===== src/rtl/sum_collect.sv =====
// Deserialises one LSB-first frame of WIDTH serial sum bits into a parallel sum.
// The carry presented with the final bit is latched as cout.
module sum_collect #(
  parameter int WIDTH = 4
) (
  input  logic             clk,
  input  logic             reset,
  input  logic             start,
  input  logic             bit_valid,
  input  logic             s_in,
  input  logic             c_in,
  output logic [WIDTH-1:0] sum,
  output logic             cout,
  output logic             busy,
  output logic             done,
  output logic             err,
  output logic [1:0]       dbg_state
);

  // Handshake: bit_valid qualifies s_in/c_in for one cycle; there is no ready,
  // so every valid bit presented while busy=1 is consumed on that rising edge.

  localparam int CW = $clog2(WIDTH) + 1;
  localparam logic [CW-1:0] LAST = CW'(WIDTH - 1);

  typedef enum logic [1:0] {
    IDLE    = 2'd0,
    COLLECT = 2'd1,
    DONE    = 2'd2
  } state_t;

  state_t           state;
  logic [CW-1:0]    count;
  logic [WIDTH-1:0] shreg;
  logic [WIDTH-1:0] captured;

  // Bits above count are still zero, so OR-ing in the new bit places it at [count].
  assign captured  = shreg | (WIDTH'(s_in) << count);
  assign dbg_state = state;

  always_ff @(posedge clk or negedge reset) begin
    if (!reset) begin
      state <= IDLE;
      count <= '0;
      shreg <= '0;
      sum   <= '0;
      cout  <= 1'b0;
      busy  <= 1'b0;
      done  <= 1'b0;
      err   <= 1'b0;
    end else begin
      done <= 1'b0;
      err  <= 1'b0;
      case (state)
        IDLE: begin
          busy <= 1'b0;
          if (start) begin
            state <= COLLECT;
            count <= '0;
            shreg <= '0;
            busy  <= 1'b1;
          end
        end
        COLLECT: begin
          busy <= 1'b1;
          if (start) err <= 1'b1;
          if (bit_valid) begin
            if (count == LAST) begin
              sum   <= captured;
              cout  <= c_in;
              state <= DONE;
              done  <= 1'b1;
              busy  <= 1'b0;
              count <= '0;
            end else begin
              shreg <= captured;
              count <= count + CW'(1);
            end
          end
        end
        DONE: begin
          if (start) begin
            state <= COLLECT;
            count <= '0;
            shreg <= '0;
            busy  <= 1'b1;
          end else begin
            state <= IDLE;
            busy  <= 1'b0;
          end
        end
        default: begin
          state <= IDLE;
          busy  <= 1'b0;
        end
      endcase
    end
  end

endmodule


===== config.mk =====
export PLATFORM = sky130hd
export DESIGN_NAME = sum_collect
export DESIGN_NICKNAME = d
export VERILOG_FILES = /design/src/rtl/sum_collect.sv
export SDC_FILE = /design/constraint.sdc
export NUM_CORES = 1
export LEC_CHECK = 0
export ABC_AREA = 1
export CAP_MARGIN = 20
export CORE_MARGIN = 5
export CORE_UTILIZATION = 51
export CTS_CLUSTER_SIZE = 10
export DETAILED_ROUTE_END_ITERATION = 10
export GPL_TIMING_DRIVEN = 0
export HOLD_SLACK_MARGIN = 0.08
export PLACE_DENSITY_LB_ADDON = 0.15
export SLEW_MARGIN = 10
export SYNTH_ARGS = -nofsm -noshare
export SYNTH_HDL_FRONTEND = slang
export SYNTH_SLANG_ARGS = --single-unit
export TNS_END_PERCENT = 20

===== constraint.sdc =====
create_clock -name clk -period 3.8 [get_ports clk]
set_input_delay 0.76 -clock clk [delete_from_list [all_inputs] [get_ports clk]]
set_output_delay 0.76 -clock clk [all_outputs]
set_load 0.02 [all_outputs]

==> impl_results.md, run 1 <==
* DPL Wire Length at 1.15 mm
* Final Hold Fails at 0
* Max Freq at 0.448 GHz
* Post-Syn Area at 754 um^2
* Maximum Capacitance Violations at 0
* Grt total ovfl at 0
* Crit end category: primary output
* DP Worst Slack at 1890 ps
* Arrival @ worst endpoint at 1470 ps
* Main area contributors after synthesis: dfrtp_1, nand2_1, o21ai_0
* Most common cell in the synthesized netlist: nand2_1
* Clock Skew at 7.41 ps
* Root buf cell: clkbuf_4
* Cell Pwr Density at 734 nW/um^2
* CP required at 3040 ps
* Setup_tns at 0 ps
* CP bufs+invs at 1
* IO Count at 16
* Worst Reg-to-Reg Cells at 6
* WP depth at 1
* Setup crit end: dbg_state[0]
* Synth top area share at 0.564
* Via count at 618
* Library cells used by synthesis at 14
* # diodes at 0
* Class of the tightest hold or removal check: register to register
* Input/output buffers at 15
* All-layer global routing usage at 0.140
* WL met1 at 688 um
* Design Power at 697 uW
* Syn Nets at 96
* Initial Utilization at 0.559
* Clk pin slew, worst setup/hold paths at 90 ps
* Sequential share of the synthesized area at 0.564
* CTS max path bufs at 2
* Period minus WS final at 2230 ps
* Routed len/inst at 12.6 um
* Nets at 116
* Final period utilization at 0.587
* CTS Hold Bufs at 0
* Wirelength, routed at 1.55 mm
* First-pass GRT wire length at 2.66 mm
* DIE AREA at 2350 um^2
* Max-slew violations at 0
* Met2 WL at 741 um
* Die Ht at 48.5 um
* Die W at 48.5 um
* Setup-failing EPs final at 0
* Final ANT Viol Nets at 0
* Worst slew pin tran at 737 ps
* Rows at 13
* Ys Warns at 0
* PostCTS Resize Cnt at 0
* Final worst slack at 1570 ps
* Top_reg_cell synth: dfrtp_1
* Vias in the first global route at 614
* R2r startpoint: count[0]
* DRT Pass-1 Iters at 4
* Reg2Reg Setup Slack at 2360 ps
* First-iteration detailed-routing DRC count at 11
* Max IR drop VDD at 0.000380 V
* Most frequent cells after synthesis: nand2_1, dfrtp_1, inv_1, o21ai_0, nor2_1
* Hold Path Stages at 2
* Crit Path Class: register to primary output
* Global placement routability congestion at 0.772
* Largest stage delay on the critical path at 660 ps
* Share of post-route cells with drive strength above 1 at 0.0741
* CP cell instances: clkdlybuf4s50_1
* Initial antenna violation count at 0
* Top sig layer: met4
* Slowest-stage cell, CP: clkdlybuf4s50_1
* Largest net degree at the start of global routing at 18
* Core box area at 1350 um^2
* Area growth syn-to-layout at 25.9%
* Syn_area_per_cell at 8.48 um^2
* P_leak at 0.488 nW
* Vias per cell at 5.02
* Worst Setup SP: dbg_state[0]
* Post-synth top area cell: dfrtp_1
* H-tree depth at 1
* Met3 Wirelength at 105 um
* Status: finished, final reports clean
* Crit path max fanout at 8
* Seq cells post-synth at 17
* Unrepaired setup endpoints after global routing: false
* Setup Buffers After CTS at 0
* Crit-path leading delay family: buffers and inverters
* Asr flop ratio synth at 1.00
* CTS tree: done
* Post-synth EDFFs at 0
* # clock sinks at 17
* Clock Latency Late Sink at 290 ps
* Worst setup SP type: register
* Worst slew margin at 0.507
* Remaining DRCs at 0
* CTS Buf Count at 3
* Worst r2r dst: sum[0]
* Mapped Cells at 89
## cell families after synthesis
group	synth area share
flip-flops	0.564
AND/OR/NAND/NOR	0.265
adder cells (fa/ha/maj)	0.0166
AO/OA/AOI/OAI	0.0945
buffers and inverters	0.0597
## cells in the final DEF (no fill, tap or decap)
cell	synthesis	final
nand2_2	1	1
nand3_1	2	2
ha_1	1	1
a21boi_0	1	1
o21ai_0	10	10
clkbuf_1	0	1
nand2_4	1	1
nor2_1	6	6
o31ai_1	1	1
clkdlybuf4s50_1	0	15
nand2_1	34	34
dfrtp_1	17	17
o22ai_1	1	1
inv_1	11	11
nor2_4	2	2
clkbuf_4	0	3
inv_2	1	1
## through the flow
stage	std cells	cell area, um^2	hold WS (ps)	util
2_1_floorplan	89	754	453	-
3_5_place_dp	119	923	480	0.684
3_3_place_gp	119	923	468	0.684
5_1_grt	123	950	518	0.703
6_report	123	950	505	0.703
4_1_cts	123	950	502	0.703
## worst min-delay path by stage
| stage | start | end | slack (ps) |
|---|---|---|---|
| finish | cout | cout | 500 |
| floorplan | shreg[0] | shreg[0] | 450 |
| global placement | shreg[1] | shreg[1] | 470 |
| detailed placement | shreg[2] | shreg[2] | 480 |
| global route | shreg[2] | shreg[2] | 520 |
| CTS | shreg[2] | shreg[2] | 500 |
## state kept, by name, summed over array words and instances, names as in the netlist
register and cells:
done 1, count 3, shreg 4, busy 1, sum 4, err 1
cout 1, dbg_state 2
## layout make-up
type / instances / area [um^2]
inverters: 12 / 45.0
multi-input cells: 60 / 284
well taps: 15 / 18.8
flip-flops and latches: 17 / 425
repair buffers: 15 / 150
clock buffers: 4 / 26.3
fillers: 120 / 400
## power by group
| group | leakage [nW] | switching (mW) | internal [mW] |
|---|---|---|---|
| registers | 0.219 | 0.0452 | 0.242 |
| clock network | 0.0150 | 0.0576 | 0.0409 |
| logic | 0.253 | 0.187 | 0.124 |
## metal layers
metal / track usage / vias up
met5: 0 / -
li1: - / 316
met1: 0.170 / 280
met2: 0.228 / 19
met3: 0.0459 / 3
met4: 0.0538 / 0
(Power assumes the default switching activity.)
==> run 2, diff against run 1 <==
--- a/config.mk
+++ b/config.mk
@@ -8,7 +8,7 @@
 export ABC_AREA = 1
 export CAP_MARGIN = 20
 export CORE_MARGIN = 5
-export CORE_UTILIZATION = 51
+export CORE_UTILIZATION = 43
 export CTS_CLUSTER_SIZE = 10
 export DETAILED_ROUTE_END_ITERATION = 10
 export GPL_TIMING_DRIVEN = 0
==> constraint.sdc (replaced) <==
create_clock -name clk -period 1.8 [get_ports clk]
set_input_delay 0.36 -clock clk [delete_from_list [all_inputs] [get_ports clk]]
set_output_delay 0.36 -clock clk [all_outputs]
set_load 0.02 [all_outputs]
==> impl_results.md, run 2 (synthesis results as in run 1) <==
* Largest net degree at the start of global routing at 18
* Sw frac at 0.407
* Final period utilization at 0.940
* DIE AREA at 2690 um^2
* Worst slew pin tran at 741 ps
* Final Hold Fails at 0
* Global placement routability congestion at 0.766
* H-tree depth at 1
* Largest stage delay on the critical path at 630 ps
* Remaining DRCs at 0
* Max Freq at 0.591 GHz
* Input/output buffers at 15
* Rows at 15
* Sequential share of power at 0.415
* Initial antenna violation count at 0
* Slowest-stage cell, CP: clkdlybuf4s50_1
* Vias in the first global route at 542
* Maximum Capacitance Violations at 0
* Power share of the clock group at 0.140
* Worst setup SP type: register
* CTS tree: done
* Commonest non-fill, non-tap cell in the layout: nand2_1
* IO Count at 16
* First-iteration detailed-routing DRC count at 10
* Dpl cell area at 926 um^2
* CTS max path bufs at 2
* Final core utilization at 0.563
* CP cell instances: clkdlybuf4s50_1
* Psw at 584 uW
* Max IR drop VDD at 0.000693 V
* # fillers at 166
* Root buf cell: clkbuf_4
* Setup Buffers After CTS at 0
* Final ANT Viol Nets at 0
* # clock sinks at 17
* Die Ht at 51.9 um
* Vias per cell at 4.70
* Setup_tns at 0 ps
* CP bufs+invs at 1
* Design Power at 1.44 mW
* Fin area at 951 um^2
* Clk pin slew, worst setup/hold paths at 100 ps
* Most frequent cells in the layout: nand2_1, dfrtp_1, clkdlybuf4s50_1, inv_1, o21ai_0
* Nets at 116
* Gate power share at 0.445
* Initial Utilization at 0.447
* Die W at 51.9 um
* DRT Pass-1 Iters at 4
* Cell Pwr Density at 1510 nW/um^2
* Routed len/inst at 10.9 um
* Worst slew margin at 0.504
* Area growth syn-to-layout at 26.0%
* Class of the tightest hold or removal check: register to register
* Status: finished, final reports clean
* Biggest regs: shreg (4), sum (4), count (3)
* Grt total ovfl at 0
* Pint at 853 uW
* Crit-path leading delay family: buffers and inverters
* Clock Skew at 5.64 ps
* # diodes at 0
* Period minus WS final at 1690 ps
* Core box area at 1690 um^2
* Via count at 587
* Max-slew violations at 0
* Clock Latency Late Sink at 280 ps
* Unrepaired setup endpoints after global routing: false
* First-pass GRT wire length at 2.37 mm
* Setup-failing EPs final at 0
* Min Hold Slack at 494 ps
* Crit path max fanout at 3
* Crit Path Class: register to primary output
* CP required at 1440 ps
* DPL Wire Length at 1.04 mm
* Arrival @ worst endpoint at 1330 ps
* Wirelength, routed at 1.36 mm
* CTS Buf Count at 3
* Share of post-route cells with drive strength above 1 at 0.0741
* Crit end category: primary output
* All-layer global routing usage at 0.118
* P_leak at 0.487 nW
[run 2: cell types whose count changed in the layout (fill, tap and decap cells not counted)]
cell             previous run  this run
clkdlybuf4s50_1            15        14
dlygate4sd2_1               0         1
[run 2: final cells by class]
cell class                      count  area [um^2]  share of cell area
Sequential cell                    17          425               0.447
Multi-Input combinational cell     60          284               0.299
Timing Repair Buffer               15          149               0.157
Inverter                           12         45.0              0.0474
Clock buffer                        4         26.3              0.0276
Tap cell                           17         21.3              0.0224
[run 2: per-stage QoR]
stage	cells	setup slack, ps
final	125	109
after global routing	125	68.0
after CTS	125	103
after floorplan	89	571
after detailed placement	121	299
after global placement	121	288
[run 2: final timing paths]
kind                                    from      endpoint  slack, ps  cells after the start
max in group asynchronous              reset        sum[1]        830                      1
min in group asynchronous              reset  dbg_state[0]        500                      1
worst max-delay path            dbg_state[1]  dbg_state[1]        110                      1
worst min register to register      shreg[3]      shreg[3]        490                      2
worst max register to register      count[0]        sum[0]        350                      7
worst min-delay path                shreg[3]      shreg[3]        490                      2
[run 2: power groups by stage]
stage	combinational (mW)	sequential, mW	clock [mW]
final	0.639	0.597	0.201
after global routing	0.718	0.617	0.222
after CTS	0.648	0.600	0.207
after detailed placement	0.653	0.609	0
after global placement	0.645	0.604	0
after floorplan	0.317	0.689	0
[run 2: timing repair]
action / 4_1_cts / 5_1_grt
endpoints found under the setup margin: 1 / 0
hold buffers: 0 / 0
resized for setup: 1 / 0
[run 2: routing by layer]
metal / up-vias / wire (um) / global-route usage / share of wire
li1: 317 / - / - / -
met4: 0 / 6 / 0.0524 / 0.0044
met3: 2 / 69 / 0.0287 / 0.051
met1: 257 / 675 / 0.154 / 0.50
met5: - / 0 / 0 / 0
met2: 11 / 606 / 0.184 / 0.45
